$ cat src/rtl/wave_generator_param_if.sv
// Configuration and sample-stream bundle for the multi-mode wave generator.
// The master drives configuration and consumes samples; the generator is the slave.
interface wave_generator_param_if #(
    parameter int WIDTH = 8,
    parameter int CNT_W = 16
);
    logic             en;
    logic [1:0]       wave_sel;
    logic [WIDTH-1:0] amp;
    logic [WIDTH-1:0] step;
    logic [CNT_W-1:0] sq_period;
    logic [CNT_W-1:0] sq_high;
    logic [WIDTH-1:0] wave;
    logic             period_st;
    logic             busy;

    modport master (
        output en, wave_sel, amp, step, sq_period, sq_high,
        input  wave, period_st, busy
    );

    modport slave (
        input  en, wave_sel, amp, step, sq_period, sq_high,
        output wave, period_st, busy
    );
endinterface

$ cat src/rtl/wave_generator_param.sv
// Square / sawtooth / triangle sample generator, one registered sample per clk.
// Config is shadowed and only swapped on the edge that emits a period-start sample.
module wave_generator_param #(
    parameter int WIDTH = 8,
    parameter int CNT_W = 16
) (
    input  logic                  clk,
    input  logic                  rst_n,
    wave_generator_param_if.slave bus
);
    typedef enum logic {IDLE = 1'b0, RUN = 1'b1} state_t;

    localparam logic [1:0] SEL_SQ  = 2'b00;
    localparam logic [1:0] SEL_SAW = 2'b01;
    localparam logic [1:0] SEL_TRI = 2'b10;
    localparam logic [1:0] SEL_OFF = 2'b11;

    state_t state, state_nx;

    logic [1:0]       sh_sel;
    logic [WIDTH-1:0] sh_amp, sh_step;
    logic [CNT_W-1:0] sh_period, sh_high;

    logic [CNT_W-1:0] cnt;
    logic             dir_dn;
    logic [WIDTH-1:0] wave_q;
    logic             pst_q;

    logic [CNT_W-1:0] cnt_nx;
    logic             dir_nx;
    logic [WIDTH-1:0] wave_nx;
    logic             pst_nx;
    logic             reload;

    // continuation of the running period under the shadow config
    logic [WIDTH-1:0] s_sh;
    logic [CNT_W-1:0] p_sh;
    logic [CNT_W:0]   cnt_inc;
    logic [CNT_W-1:0] cnt_wrap;
    logic [WIDTH:0]   sum;
    logic [CNT_W-1:0] cont_cnt;
    logic             cont_dir;
    logic [WIDTH-1:0] cont_wave;
    logic             bnd;

    // first sample of a period under the live input config
    logic [WIDTH-1:0] st_wave;
    logic             st_pst;

    assign s_sh     = (sh_step == '0) ? WIDTH'(1) : sh_step;
    assign p_sh     = (sh_period == '0) ? CNT_W'(1) : sh_period;
    assign cnt_inc  = {1'b0, cnt} + (CNT_W+1)'(1);
    assign cnt_wrap = (cnt_inc >= {1'b0, p_sh}) ? '0 : cnt_inc[CNT_W-1:0];
    assign sum      = {1'b0, wave_q} + {1'b0, s_sh};

    always_comb begin
        cont_cnt  = '0;
        cont_dir  = dir_dn;
        cont_wave = '0;
        bnd       = 1'b0;
        case (sh_sel)
            SEL_SQ: begin
                cont_cnt  = cnt_wrap;
                cont_wave = (cnt_wrap < sh_high) ? sh_amp : '0;
                bnd       = (cnt_wrap == '0);
            end
            SEL_SAW: begin
                if (sum > {1'b0, sh_amp}) bnd = 1'b1;
                else                      cont_wave = sum[WIDTH-1:0];
            end
            SEL_TRI: begin
                if (!dir_dn) begin
                    if (sum >= {1'b0, sh_amp}) begin
                        cont_wave = sh_amp;
                        cont_dir  = 1'b1;
                    end else begin
                        cont_wave = sum[WIDTH-1:0];
                    end
                end else if (wave_q <= s_sh) begin
                    bnd = 1'b1;
                end else begin
                    cont_wave = wave_q - s_sh;
                end
            end
            // off mode re-evaluates the live config every cycle
            default: bnd = 1'b1;
        endcase
    end

    always_comb begin
        st_wave = '0;
        if (bus.wave_sel == SEL_SQ && bus.sq_high != '0) st_wave = bus.amp;
        st_pst = (bus.wave_sel != SEL_OFF);
    end

    // state register
    always_ff @(posedge clk) begin
        if (!rst_n) state <= IDLE;
        else        state <= state_nx;
    end

    // next-state
    always_comb begin
        state_nx = state;
        case (state)
            IDLE:    if (bus.en)  state_nx = RUN;
            RUN:     if (!bus.en) state_nx = IDLE;
            default: state_nx = IDLE;
        endcase
    end

    // next sample / counters; reload marks a shadow swap on this edge
    always_comb begin
        wave_nx = '0;
        pst_nx  = 1'b0;
        cnt_nx  = '0;
        dir_nx  = 1'b0;
        reload  = 1'b1;
        if (state_nx == RUN) begin
            if (state == IDLE || bnd) begin
                wave_nx = st_wave;
                pst_nx  = st_pst;
            end else begin
                wave_nx = cont_wave;
                cnt_nx  = cont_cnt;
                dir_nx  = cont_dir;
                reload  = 1'b0;
            end
        end
    end

    always_ff @(posedge clk) begin
        if (!rst_n) begin
            wave_q    <= '0;
            pst_q     <= 1'b0;
            cnt       <= '0;
            dir_dn    <= 1'b0;
            sh_sel    <= '0;
            sh_amp    <= '0;
            sh_step   <= '0;
            sh_period <= '0;
            sh_high   <= '0;
        end else begin
            wave_q <= wave_nx;
            pst_q  <= pst_nx;
            cnt    <= cnt_nx;
            dir_dn <= dir_nx;
            if (reload) begin
                sh_sel    <= bus.wave_sel;
                sh_amp    <= bus.amp;
                sh_step   <= bus.step;
                sh_period <= bus.sq_period;
                sh_high   <= bus.sq_high;
            end
        end
    end

    assign bus.wave      = wave_q;
    assign bus.period_st = pst_q;
    assign bus.busy      = (state == RUN);
endmodule

$ cat src/flat_wrapper.sv
// flat-port wrapper written by rule: the top's interface ports become plain ports
module wave_generator_param_flat 
#(
    parameter int WIDTH = 8,
    parameter int CNT_W = 16
)
  (clk, rst_n, bus_en, bus_wave_sel, bus_amp, bus_step, bus_sq_period, bus_sq_high, bus_wave, bus_period_st, bus_busy);
  wave_generator_param_if #(.WIDTH(WIDTH), .CNT_W(CNT_W)) bus_i ();
  input  logic clk;
  input  logic rst_n;
  input wire logic [$bits(bus_i.en)-1:0] bus_en;
  input wire logic [$bits(bus_i.wave_sel)-1:0] bus_wave_sel;
  input wire logic [$bits(bus_i.amp)-1:0] bus_amp;
  input wire logic [$bits(bus_i.step)-1:0] bus_step;
  input wire logic [$bits(bus_i.sq_period)-1:0] bus_sq_period;
  input wire logic [$bits(bus_i.sq_high)-1:0] bus_sq_high;
  output wire logic [$bits(bus_i.wave)-1:0] bus_wave;
  output wire logic [$bits(bus_i.period_st)-1:0] bus_period_st;
  output wire logic [$bits(bus_i.busy)-1:0] bus_busy;
  assign bus_i.en = bus_en;
  assign bus_i.wave_sel = bus_wave_sel;
  assign bus_i.amp = bus_amp;
  assign bus_i.step = bus_step;
  assign bus_i.sq_period = bus_sq_period;
  assign bus_i.sq_high = bus_sq_high;
  assign bus_wave = bus_i.wave;
  assign bus_period_st = bus_i.period_st;
  assign bus_busy = bus_i.busy;
  wave_generator_param #(.WIDTH(WIDTH), .CNT_W(CNT_W)) u_core (.clk(clk), .rst_n(rst_n), .bus(bus_i));
endmodule
$ cat config.mk
export PLATFORM = sky130hd
export DESIGN_NAME = wave_generator_param_flat
export DESIGN_NICKNAME = d
export VERILOG_FILES = /design/src/rtl/wave_generator_param_if.sv /design/src/rtl/wave_generator_param.sv /design/src/flat_wrapper.sv
export SDC_FILE = /design/constraint.sdc
export NUM_CORES = 1
export LEC_CHECK = 0
export CORE_UTILIZATION = 40
export CTS_CLUSTER_SIZE = 24
export DETAILED_ROUTE_END_ITERATION = 7
export MAX_ROUTING_LAYER = met4
export PLACE_DENSITY = 0.59
export SLEW_MARGIN = 25
export SYNTH_ARGS = -nofsm -noshare
export SYNTH_HDL_FRONTEND = slang
export SYNTH_SLANG_ARGS = --single-unit
$ cat constraint.sdc
create_clock -name clk -period 5.34 [get_ports clk]
set_input_delay 1.602 -clock clk [delete_from_list [all_inputs] [get_ports clk]]
set_output_delay 1.602 -clock clk [all_outputs]
set_load 0.05 [all_outputs]
Word-level counts from Yosys, hierarchy flattened --
Index checks and enable logic that the tools add are counted.
Word-level totals: register bits 77, latch bits 0, bits in writable memories 0, ROM bits 0, input port bits 53, output and inout bits 10, word-level logic and storage cells 57, memories kept 0
Cells by class: add/subtract/negate cells 3, multiply operators 0, divide/modulo/power cells 0, $lt $le $gt $ge 5, equal/unequal tests 3, shift operators 0, muxes and demuxes 20, bitwise logic cells 4, reductions and logical operators 12
Operators by type and width (number):
- 8-bit two-way mux | 8
- 16-bit zero test | 2
- 16-bit two-way mux | 2
- 8-bit case mux with 3 select lines | 1
- 16-bit by 1-bit adder with 17-bit output (second input constant) | 1
- 17-bit by 16-bit greater-or-equal comparator with 1-bit output | 1
- 16-bit less-than comparator | 1
- 16-bit nonzero test | 1
- 8-bit by 8-bit adder with 9-bit output | 1
- 9-bit by 8-bit greater-or-equal comparator with 1-bit output | 1
- 9-bit by 8-bit greater-than comparator with 1-bit output | 1
- 8-bit less-or-equal comparator | 1
- 8-bit zero test | 1
- 1-bit two-way mux | 8
- 8-bit subtractor | 1
- 2-bit zero test | 2
- 1-bit inverter | 4
- 4-bit OR reduction | 1
- 1-bit case mux with 3 select lines | 1
- 3-bit AND reduction | 1
- 3-bit OR reduction | 1
- 2-bit by 1-bit == test with 1-bit output (second input constant) | 1
- 2-bit == test (second input constant) | 1
- 2-bit != test (second input constant) | 1
- 3 further kinds | 3

Logic depth before layout (Yosys ltp) --
Gate-level depths: netlist (run 1).
depth in word-level cells 9, mapped depth 24, depth with buffers taken out 21

Worst setup path after synthesis (run 1) --
OpenSTA, ideal clock, no wires.
path kind flip-flop to flip-flop, start point register u_core.cnt[0], end point register u_core.wave_q[3] (netlist: u_core.bus.wave[3]), setup time 124 ps, arrival time 4479 ps, required time 5216 ps, slack 737 ps, cell stages (with the launch flop) 24, buffers on the path 3, clock period less this slack 4603 ps, path through dfxtp_1 > ha_1 > clkbuf_1 > nand4_1 > nor4_1 > xnor2_1 > inv_2 > ha_1 > nand3_1 > nor4_1 > o31a_1 > or3_1 > clkbuf_1 > clkbuf_1 > nor2_1 > ha_1 > a211oi_1 > o21ai_0 > a21oi_1 > o21ai_0 > o21ai_0 > or2_2 > a221oi_1 > o21ai_0
On the way: longest elaborated chain between the ends 7, elaborated cells on any way between the ends 10, those cells by class add/sub: 1; order compare: 2; mux: 5; reduce/logical: 2
Ends and longest elaborated chain:
- start: declaration | RTL line wave_generator_param.sv:24 | logic [CNT_W-1:0] cnt;
- start signal: assignment | RTL line wave_generator_param.sv:146 | cnt <= cnt_nx;
- 16-bit by 1-bit adder with 17-bit output (*) | RTL line wave_generator_param.sv:52 | assign cnt_inc = {1'b0, cnt} + (CNT_W+1)'(1);
- 17-bit by 16-bit greater-or-equal comparator with 1-bit output | RTL line wave_generator_param.sv:53 | assign cnt_wrap = (cnt_inc >= {1'b0, p_sh}) ? '0 : cnt_inc[CNT_W-1:0];
- 16-bit two-way mux (*) | RTL line wave_generator_param.sv:53
- net u_core.cnt_wrap[9] | RTL line wave_generator_param.sv:39 | logic [CNT_W-1:0] cnt_wrap;
- 16-bit less-than comparator / 16-bit zero test (equally long branches) | RTL line wave_generator_param.sv:64, wave_generator_param.sv:65
- 8-bit two-way mux / 1-bit case mux with 3 select lines (equally long branches) | RTL line wave_generator_param.sv:64, wave_generator_param.sv:61
- 8-bit case mux with 3 select lines / 1-bit logical OR (equally long branches) | RTL line wave_generator_param.sv:61, wave_generator_param.sv:120
- 8-bit two-way mux (*) | RTL line wave_generator_param.sv:120 | if (state == IDLE || bnd) begin
- end signal: assignment | RTL line wave_generator_param.sv:144 | wave_q <= wave_nx;
- end: declaration | RTL line wave_generator_param.sv:26 | logic [WIDTH-1:0] wave_q;
Mark *: on every way through the listed nets, which the timed path passes. The rest lies on a longest branch. A chain may end at the register's enable or synchronous reset.

Worst setup path in the final report (run 1) --
Same ends and word-level chain as after synthesis.

==> results.py, run 1 <==
metrics = {
    "detailed_routing": {
        "first_iter_violations": 335,
        "dr.pass1.iters": 7,
        "totalWireLength_um": 15200,
        "drc": 0,
        "via_count": 5104,
        "viasPerCell": 5.44,
        "antenna_left": 0,
        "wire_per_inst_um": 16.2,
    },
    "power_and_ir_drop": {
        "total_power_mw": 1.51,
        "peakVddDrop_uv": 135,
        "p_leak_nw": 2.62,
        "pwr_density_cell_nw_per_um2": 238,
    },
    "clock_network": {
        "cts_max_path_buffers": 2,
        "cts_made_buffers": 9,
        "clock_latency_ns": 0.35,
        "cts_root_buf": "clkbuf_16",
        "htreeDepth": 3,
        "numClockSinks": 77,
        "tritoncts": "done",
        "ctsHoldBuffers": 0,
        "clk_pin_slew_ns": 0.06,
    },
    "finish": {
        "drive_above_1_share": 0.0446,
        "antenna_cells": 0,
        "synthToLayoutAreaGrowth_pct": 17.8,
        "final_cell_area_sq_um": 6340,
        "final_cell_count_no_fill": 939,
        "nNetsFinal": 871,
        "utilization": 0.481,
    },
    "yosys": {
        "synth_commonest_cells": "77 x dfxtp_1, 76 x nand2_1, 75 x inv_1",
        "yosys_register_bits": 77,
        "synth_top_area_cell": "dfxtp_1",
        "ys_async_sr_fraction": 0,
        "synth_area_leaders": "dfxtp_1 29%, ha_1 13%, nand3_1 6.0%",
        "netlist_instances": 725,
        "ys_warn_count": 0,
        "ys.flop_type": "dfxtp_1",
        "synth_edf_count": 0,
        "synth_area_sq_um": 5390,
        "synth_top_area_share": 0.286,
        "syn_area_per_cell_sq_um": 7.43,
        "synth_cell_types": 61,
        "syn-num-nets": 836,
        "synth_most_common_cell": "dfxtp_1",
        "ys_seq_area_frac": 0.286,
    },
    "floorplanning": {
        "fp.dieH_um": 118,
        "die_w_um": 118,
        "rows": 42,
        "dieArea_sq_um": 13900,
        "initial_core_util": 0.408,
        "num_io_pins": 63,
        "fp.coreArea_sq_um": 13200,
    },
    "setup_path": {
        "required_ns": 5.56,
        "worstSetupEndpointType": "register",
        "startpoint_type": "register",
        "setup.worst_path.class": "register to register",
        "r2r_setup_slack_ns": 0.52,
        "crit_fanout": 15,
        "worst_ep_arrival_time_ns": 5.04,
    },
    "timing": {
        "fmax_mhz": 208,
        "fin_hold_ws_ns": 0.448,
        "min_period_ns": 4.82,
        "hold_violations": 0,
        "final.period_utilization": 0.902,
        "finalSetupTns_ns": 0,
        "setup_viol": 0,
        "finalMaxSlewViolations": 0,
        "worstMarginPinSlew_ns": 0.783,
        "maxSlewHeadroom": 0.478,
        "rsz0062_at_grt": "false",
        "fin_ws_ns": 0.525,
        "skew_ns": 0.0110,
    },
    "placed_design": {
        "dp.cells": 925,
        "pre_cts_slack_ns": 0.328,
        "portBuffers": 62,
        "gp_congestion": 0.895,
        "dpl_cell_area_sq_um": 6070,
        "dp_hpwl_um": 11700,
    },
    "grt": {
        "grt_max_degree": 85,
        "grt_use_total": 0.234,
        "grt_first_pass_wirelength_um": 24600,
        "grt_pass1_vias": 4808,
        "grt_antenna_before_repair": 0,
        "gr-total-overflow": 0,
    },
    "hold_path": {
        "min-delay-path-class": "register to register",
    },
    "outcome": {
        "status": "finished clean",
    },
    "flow_run": {
        "cap_viol_max_count": 0,
    },
}
worst max-delay path, cell delays in order, from the launching register on:
cell      delay, ns
dfxtp_1        0.42
ha_2           0.28
and4_1         0.29
nand4_1        0.18
xor2_2         0.29
inv_1          0.12
ha_1           0.32
a21oi_1        0.16
o21a_1         0.15
o21ai_0        0.15
or3_4          0.51
nor2_1         0.14
ha_1           0.16
a211oi_1       0.06
o21ai_0        0.25
a21oi_1        0.10
o21ai_0        0.22
o21ai_0        0.12
or2_2          0.33
a221oi_1       0.29
o21ai_0        0.13
where the power goes:
| group | internal (mW) | leakage [nW] | switching (mW) |
|---|---|---|---|
| combinational | 0.145 | 1.86 | 0.193 |
| clock | 0.307 | 0.125 | 0.236 |
| sequential | 0.604 | 0.634 | 0.0254 |
| total | 1.06 | 2.62 | 0.454 |
layout by cell type (no fill, tap or decap), drive strengths merged, types with 3 or more instances in the layout:
| cell | count |
|---|---|
| nand2 | 76 |
| dfxtp | 77 |
| o211ai | 5 |
| nand3 | 67 |
| o22ai | 3 |
| or3 | 3 |
| nand4 | 16 |
| xnor2 | 17 |
| a21oi | 25 |
| xor2 | 10 |
| a221oi | 5 |
| clkbuf | 11 |
| inv | 77 |
| a211oi | 9 |
| o21a | 3 |
| and3 | 8 |
| clkinv | 3 |
| ha | 56 |
| nor3 | 14 |
| a21o | 6 |
| nand2b | 4 |
| nor4 | 11 |
| a31oi | 4 |
| a22o | 4 |
| buf | 5 |
| o31ai | 3 |
| o21ai | 78 |
| o221ai | 3 |
| nor2 | 63 |
| clkdlybuf4s50 | 61 |
state kept, by name, summed over array words and instances (netlist names):
signal and cells:
u_core.cnt 16, u_core.sh_high 16, u_core.sh_period 16, u_core.bus.wave 8
u_core.sh_amp 8, u_core.sh_step 8, u_core.sh_sel 2, u_core.bus.busy 1
u_core.bus.period_st 1, u_core.dir_dn 1
cells by family after synthesis:
logic type      share of synthesized area
buf+inv                            0.0901
compound gates                      0.198
flops                               0.286
xor+xnor                           0.0453
simple gates                        0.242
fa+ha+maj                           0.138
routing by layer:
layer  vias to the layer above  wire length [um]  GRT usage
li1                       2609                 -          -
met1                      2306              7660      0.327
met2                       170              6260      0.324
met3                        19               980     0.0547
met4                         0               282     0.0865
met5                         -                 0          -
layout make-up:
type | count | area, sq um
Inverter | 77 | 289
Clock inverter | 3 | 15.0
Multi-Input combinational cell | 529 | 3390
Timing Repair Buffer | 66 | 658
Fill cell | 1345 | 6850
Clock buffer | 11 | 233
Sequential cell | 77 | 1540
Tap cell | 176 | 220
path summary, 6_finish.rpt:
kind,end,from,cells after the start
worst min-delay path,u_core.sh_amp[2],u_core.sh_amp[2],2
worst max-delay path,u_core.bus.wave[3],u_core.cnt[0],20
worst min register to register,u_core.sh_amp[2],u_core.sh_amp[2],2
worst max register to register,u_core.bus.wave[3],u_core.cnt[0],20
repair_timing:
item	in CTS	in global routing
buffers inserted	0	0
resized for setup	0	4
setup endpoints to repair	0	8
(Power assumes the default switching activity.)
==> inputs of run 2 (changes only) <==
--- a/config.mk
+++ b/config.mk
@@ -5,6 +5,7 @@
 export SDC_FILE = /design/constraint.sdc
 export NUM_CORES = 1
 export LEC_CHECK = 0
+export CORE_MARGIN = 3
 export CORE_UTILIZATION = 40
 export CTS_CLUSTER_SIZE = 24
 export DETAILED_ROUTE_END_ITERATION = 7
==> run 2 against run 1 <==
Compared with the run above:
- clock power is 18% higher
- die area is 6.9% higher
- critical path depth stayed put
==> results.py, run 2 (synthesized netlist as in run 1, its figures left out) <==
metrics = {
    "outcome": {
        "status": "finished clean",
    },
    "setup_path": {
        "reg2reg_depth": 20,
        "setup.worst_path.class": "register to register",
        "crit_family": "simple AND/OR/NAND/NOR gates",
        "slowest_delay_ns": 0.41,
        "required_ns": 5.56,
        "startpoint_type": "register",
        "r2r_setup_slack_ns": 0.45,
        "path_buf_inv": 1,
        "timing.rr.start": "u_core.cnt[0]",
        "worst_ep_arrival_time_ns": 5.11,
        "path_common_cell": "o21ai_0",
        "reg2reg_to": "u_core.bus.wave[3]",
        "crit_chain": "ha_1, and4_1, nand4_1, xor2_1, inv_1, ha_1, nand4_1, nor4_1, o31a_1, or3_4, nor2_1, ha_1, a211oi_1, o21ai_0, a21oi_1, o21ai_0, o21ai_0, or2_2, a221oi_1, o21ai_0",
        "crit_fanout": 15,
        "worstSetupEndpointType": "register",
        "cp_slowest_cell": "dfxtp_1",
    },
    "power_and_ir_drop": {
        "clkPwrFrac": 0.398,
        "pwr_density_cell_nw_per_um2": 252,
        "power.switching_uw": 462,
        "intPower_mw": 1.15,
        "p_comb_frac": 0.211,
        "switching_share": 0.287,
        "p_leak_nw": 2.65,
        "peakVddDrop_uv": 148,
        "total_power_mw": 1.61,
        "seqPwrFrac": 0.391,
    },
    "clock_network": {
        "cts_setup_buffers": 0,
        "numClockSinks": 77,
        "tritoncts": "done",
        "cts_root_buf": "clkbuf_16",
        "clk_pin_slew_ns": 0.07,
        "ctsHoldBuffers": 0,
        "clock_latency_ns": 0.35,
        "htreeDepth": 3,
        "cts_max_path_buffers": 2,
        "cts_made_buffers": 9,
    },
    "detailed_routing": {
        "wire_per_inst_um": 16.1,
        "antenna_left": 0,
        "totalWireLength_um": 15100,
        "viasPerCell": 5.48,
        "drc": 0,
        "via_count": 5139,
        "dr.pass1.iters": 5,
        "first_iter_violations": 370,
    },
    "finish": {
        "top_regs": "u_core.cnt x16, u_core.sh_high x16, u_core.sh_period x16",
        "utilization": 0.496,
        "synthToLayoutAreaGrowth_pct": 18.6,
        "nFillCells": 1274,
        "final_common_cell": "dfxtp_1",
        "antenna_cells": 0,
        "layout_common_cells": "77 x dfxtp_1, 76 x nand2_1, 75 x inv_1",
        "drive_above_1_share": 0.0458,
        "multi_input_area_sq_um": 3370,
        "area.sequential_sq_um": 1540,
        "final_cell_area_sq_um": 6390,
        "final_cell_count_no_fill": 937,
        "nNetsFinal": 871,
    },
    "placed_design": {
        "dp.cells": 921,
        "dpl_cell_area_sq_um": 6070,
        "pre_cts_slack_ns": 0.360,
        "gp_congestion": 0.916,
        "portBuffers": 62,
        "dp_hpwl_um": 11700,
    },
    "floorplanning": {
        "dieArea_sq_um": 14900,
        "fp.coreArea_sq_um": 12900,
        "num_io_pins": 63,
        "fp.dieH_um": 122,
        "initial_core_util": 0.418,
        "die_w_um": 122,
        "rows": 41,
    },
    "grt": {
        "busiest_layer": "met1",
        "gr-total-overflow": 0,
        "grt_max_degree": 101,
        "use_met2": 0.309,
        "grt_use_total": 0.217,
        "grt_antenna_before_repair": 0,
        "grt_first_pass_wirelength_um": 24800,
        "grt_pass1_vias": 4914,
        "grtUsageMet3": 0.0422,
        "use_met1": 0.314,
    },
    "timing": {
        "hold_violations": 0,
        "maxSlewHeadroom": 0.365,
        "fmax_mhz": 204,
        "setup_viol": 0,
        "final.period_utilization": 0.916,
        "fin_hold_ws_ns": 0.451,
        "rsz0062_at_grt": "false",
        "finalSetupTns_ns": 0,
        "worstMarginPinSlew_ns": 0.952,
        "skew_ns": 0.0104,
        "finalMaxSlewViolations": 0,
        "min_period_ns": 4.89,
        "fin_ws_ns": 0.450,
    },
    "hold_path": {
        "min-delay-path-class": "register to register",
        "hold_start": "u_core.sh_high[1]",
        "hold_path_end": "u_core.sh_high[1]",
        "hold_depth": 2,
    },
    "flow_run": {
        "cap_viol_max_count": 0,
    },
}
[run 2: changes by cell type in the layout (fill, tap and decap cells not counted), sizes merged]
cell    before  now
clkbuf      11   12
bufinv       0    1
[run 2: final cells by class]
type,count,area share
multi-input cells,529,0.528
flip-flops and latches,77,0.241
repair buffers,66,0.103
inverters,77,0.0453
clock buffers,12,0.0417
well taps,172,0.0337
clock inverters,4,0.00705
[run 2: how the worst max path moves through the flow]
| stage | start | to | cells past startpoint |
|---|---|---|---|
| final | u_core.cnt[0] | u_core.bus.wave[3] | 20 |
| after CTS | u_core.cnt[0] | u_core.bus.wave[3] | 20 |
| after global routing | u_core.cnt[0] | u_core.bus.wave[3] | 20 |
| after detailed placement | u_core.cnt[0] | u_core.bus.wave[3] | 20 |
| after floorplan | u_core.cnt[0] | u_core.bus.wave[3] | 23 |
| after global placement | u_core.cnt[0] | u_core.bus.wave[7] | 19 |
[run 2: worst min-delay path, cell delays in order, from the launching register on]
cell	delay, ns
dfxtp_1	0.31
nand2_1	0.05
o21ai_1	0.05
[run 2: power by group through the flow]
| stage | registers, mW | clock network (mW) | logic [mW] |
|---|---|---|---|
| 3_3_place_gp | 0.640 | 0 | 0.328 |
| 6_report | 0.629 | 0.641 | 0.339 |
| 5_1_grt | 0.632 | 0.678 | 0.378 |
| 4_1_cts | 0.628 | 0.658 | 0.336 |
| 3_5_place_dp | 0.641 | 0 | 0.333 |
| 2_1_floorplan | 0.641 | 0 | 0.215 |
[run 2: routing by layer]
metal | share of wire | vias up | wire, um
met5 | 0 | - | 0
met4 | 0.010 | 0 | 152
met3 | 0.060 | 13 | 904
met2 | 0.42 | 162 | 6400
met1 | 0.51 | 2351 | 7650
li1 | - | 2613 | -
[run 2: what timing repair did]
item                                   4_1_cts  5_1_grt
endpoints found under the hold margin        0        0
gates resized for setup                      0        1
setup endpoints to repair                    0        8
==> inputs of run 3 (changes only) <==
--- a/config.mk
+++ b/config.mk
@@ -5,12 +5,11 @@
 export SDC_FILE = /design/constraint.sdc
 export NUM_CORES = 1
 export LEC_CHECK = 0
-export CORE_MARGIN = 3
-export CORE_UTILIZATION = 40
+export CORE_UTILIZATION = 52
 export CTS_CLUSTER_SIZE = 24
 export DETAILED_ROUTE_END_ITERATION = 7
 export MAX_ROUTING_LAYER = met4
-export PLACE_DENSITY = 0.59
+export PLACE_DENSITY = 0.77
 export SLEW_MARGIN = 25
 export SYNTH_ARGS = -nofsm -noshare
 export SYNTH_HDL_FRONTEND = slang
==> constraint.sdc (replaced) <==
create_clock -name clk -period 4.3 [get_ports clk]
set_input_delay 1.29 -clock clk [delete_from_list [all_inputs] [get_ports clk]]
set_output_delay 1.29 -clock clk [all_outputs]
set_load 0.05 [all_outputs]
==> run 3 against run 2 <==
Compared with the run above:
- the run now ends with setup timing left
- sequential share of layout area shrank 4.0 points
- highest routed layer unchanged
- clock skew grew 0.0082 ns
- core utilization grew 28 points
- combinational power grew 60%
- via count grew 16%
- clock power shrank 16%
- largest power group is now sequential cells
- global-route usage grew 9.4 points
- routed wire length grew 24%
- cell count grew 5.4%
- die area shrank 28%
- sequential cell count is the same
==> results.py, run 3 (synthesized netlist as in run 1, its figures left out) <==
metrics = {
    "timing": {
        "setup_viol": 18,
        "rsz0062_at_grt": "true",
        "hold_violations": 0,
        "final.period_utilization": 1.05,
        "fmax_mhz": 221,
        "worstMarginPinSlew_ns": 0.753,
        "fin_ws_ns": -0.231,
        "skew_ns": 0.0186,
        "finalMaxSlewViolations": 0,
        "maxSlewHeadroom": 0.493,
        "min_period_ns": 4.53,
    },
    "detailed_routing": {
        "dr.pass1.iters": 6,
        "dr.max_layer_used": "met4",
        "via_count": 5985,
        "totalWireLength_um": 18800,
        "dr_wl_met3_um": 1790,
        "met1_length_um": 8020,
        "viasPerCell": 6.06,
        "first_iter_violations": 571,
        "drc": 0,
        "antenna_left": 0,
        "wire_per_inst_um": 19.0,
        "met2_length_um": 8520,
    },
    "placed_design": {
        "dpl_cell_area_sq_um": 6600,
        "portBuffers": 62,
        "pre_cts_slack_ns": -0.310,
        "dp_hpwl_um": 12500,
        "gp_congestion": 0.961,
    },
    "finish": {
        "drive_above_1_share": 0.273,
        "synthToLayoutAreaGrowth_pct": 43.5,
        "final_cell_area_sq_um": 7730,
        "top_regs": "u_core.cnt x16, u_core.sh_high x16, u_core.sh_period x16",
        "layout_common_cells": "79 x buf_4, 73 x inv_1, 73 x nand2_1",
        "nFillCells": 670,
        "final_common_cell": "buf_4",
        "nNetsFinal": 961,
        "utilization": 0.780,
        "antenna_cells": 0,
    },
    "floorplanning": {
        "fp.dieH_um": 104,
        "rows": 36,
        "num_io_pins": 63,
        "die_w_um": 104,
        "dieArea_sq_um": 10800,
        "initial_core_util": 0.543,
        "fp.coreArea_sq_um": 9910,
    },
    "power_and_ir_drop": {
        "pwr_density_cell_nw_per_um2": 241,
        "p_leak_nw": 3.18,
        "peakVddDrop_uv": 173,
        "total_power_mw": 1.86,
    },
    "outcome": {
        "status": "finished with violations",
        "violations": "setup timing",
    },
    "clock_network": {
        "numClockSinks": 77,
        "ctsHoldBuffers": 0,
        "clock_latency_ns": 0.38,
        "cts_root_buf": "clkbuf_8",
        "cts_max_path_buffers": 2,
        "tritoncts": "done",
        "clk_pin_slew_ns": 0.09,
        "cts_made_buffers": 9,
        "htreeDepth": 3,
    },
    "flow_run": {
        "cap_viol_max_count": 0,
    },
    "grt": {
        "grt_pass1_vias": 5234,
        "grt_use_total": 0.311,
        "grt_first_pass_wirelength_um": 26000,
        "grt_antenna_before_repair": 0,
        "gr-total-overflow": 0,
        "grt_max_degree": 65,
    },
    "setup_path": {
        "path_common_cell": "o21ai_1",
        "setup.worst_path.class": "register to register",
        "crit_chain": "buf_6, nand2_1, nor2_4, and3_1, xnor2_2, inv_1, ha_1, nand4_1, nor4_1, o31a_1, or3_4, buf_12, nor2_2, ha_1, o21ai_1, o21ai_1, a21oi_1, o21ai_1, o21ai_1, or2_4, a221oi_2, o21ai_1",
        "crit_fanout": 8,
        "required_ns": 4.55,
        "slowest_delay_ns": 0.37,
        "worst_ep_arrival_time_ns": 4.78,
        "startpoint_type": "register",
        "timing.rr.start": "u_core.cnt[1]",
        "worstSetupEndpointType": "register",
        "cp_slowest_cell": "dfxtp_4",
        "startpoint": "u_core.cnt[1]",
    },
    "hold_path": {
        "hold_start": "u_core.sh_high[1]",
        "min-delay-path-class": "register to register",
    },
}
-- run 3: what timing repair did --
item,4_1_cts,5_1_grt
hold endpoints to repair,0,0
setup endpoints to repair,73,75
cloned,0,5
buffers inserted,1,11
gates resized for setup,24,149
pin swaps,9,56
-- run 3: worst paths after layout --
| path | to | slack (ns) | cells past startpoint |
|---|---|---|---|
| worst max-delay path | u_core.bus.wave[6] | -0.23 | 22 |
| worst min-delay path | u_core.sh_high[1] | 0.46 | 2 |
| worst max register to register | u_core.bus.wave[6] | -0.23 | 22 |
| worst min register to register | u_core.sh_high[1] | 0.46 | 2 |
-- run 3: critical path: cells and delay by family (launching register included) --
family | cells | cell delay, ns
and+or+nand+nor | 8 | 1.45
DFF | 1 | 0.37
AOI/OAI and AO/OA | 8 | 1.40
adders and majority gates | 2 | 0.60
buffers and inverters | 3 | 0.35
xor gates and xnor gates | 1 | 0.23
-- run 3: report_power, final --
| group | total, mW | internal, mW | switching, mW |
|---|---|---|---|
| Clock | 0.538 | 0.218 | 0.321 |
| Combinational | 0.542 | 0.245 | 0.297 |
| Sequential | 0.780 | 0.748 | 0.0320 |
-- run 3: cell type report --
type	instances	area, sq um	share of cell area
clock inverters	7	57.6	0.00745
inverters	77	289	0.0374
repair buffers	156	1480	0.192
flip-flops and latches	77	1560	0.202
multi-input cells	529	4050	0.524
clock buffers	9	124	0.0160
well taps	133	166	0.0215
-- run 3: through the flow --
stage / hold slack, ns / cells / TNS, ns
floorplan: 0.428 / 725 / 0
global placement: 0.438 / 957 / -1.54
detailed placement: 0.444 / 957 / -2.41
CTS: 0.456 / 974 / 0
global route: 0.481 / 988 / -11.08
finish: 0.459 / 988 / -1.25
-- run 3: layer usage --
metal  up-vias  global-route usage
met4         0              0.0745
met1      2817               0.444
li1       2787                   -
met5         -                   -
met2       328               0.453
met3        53              0.0560
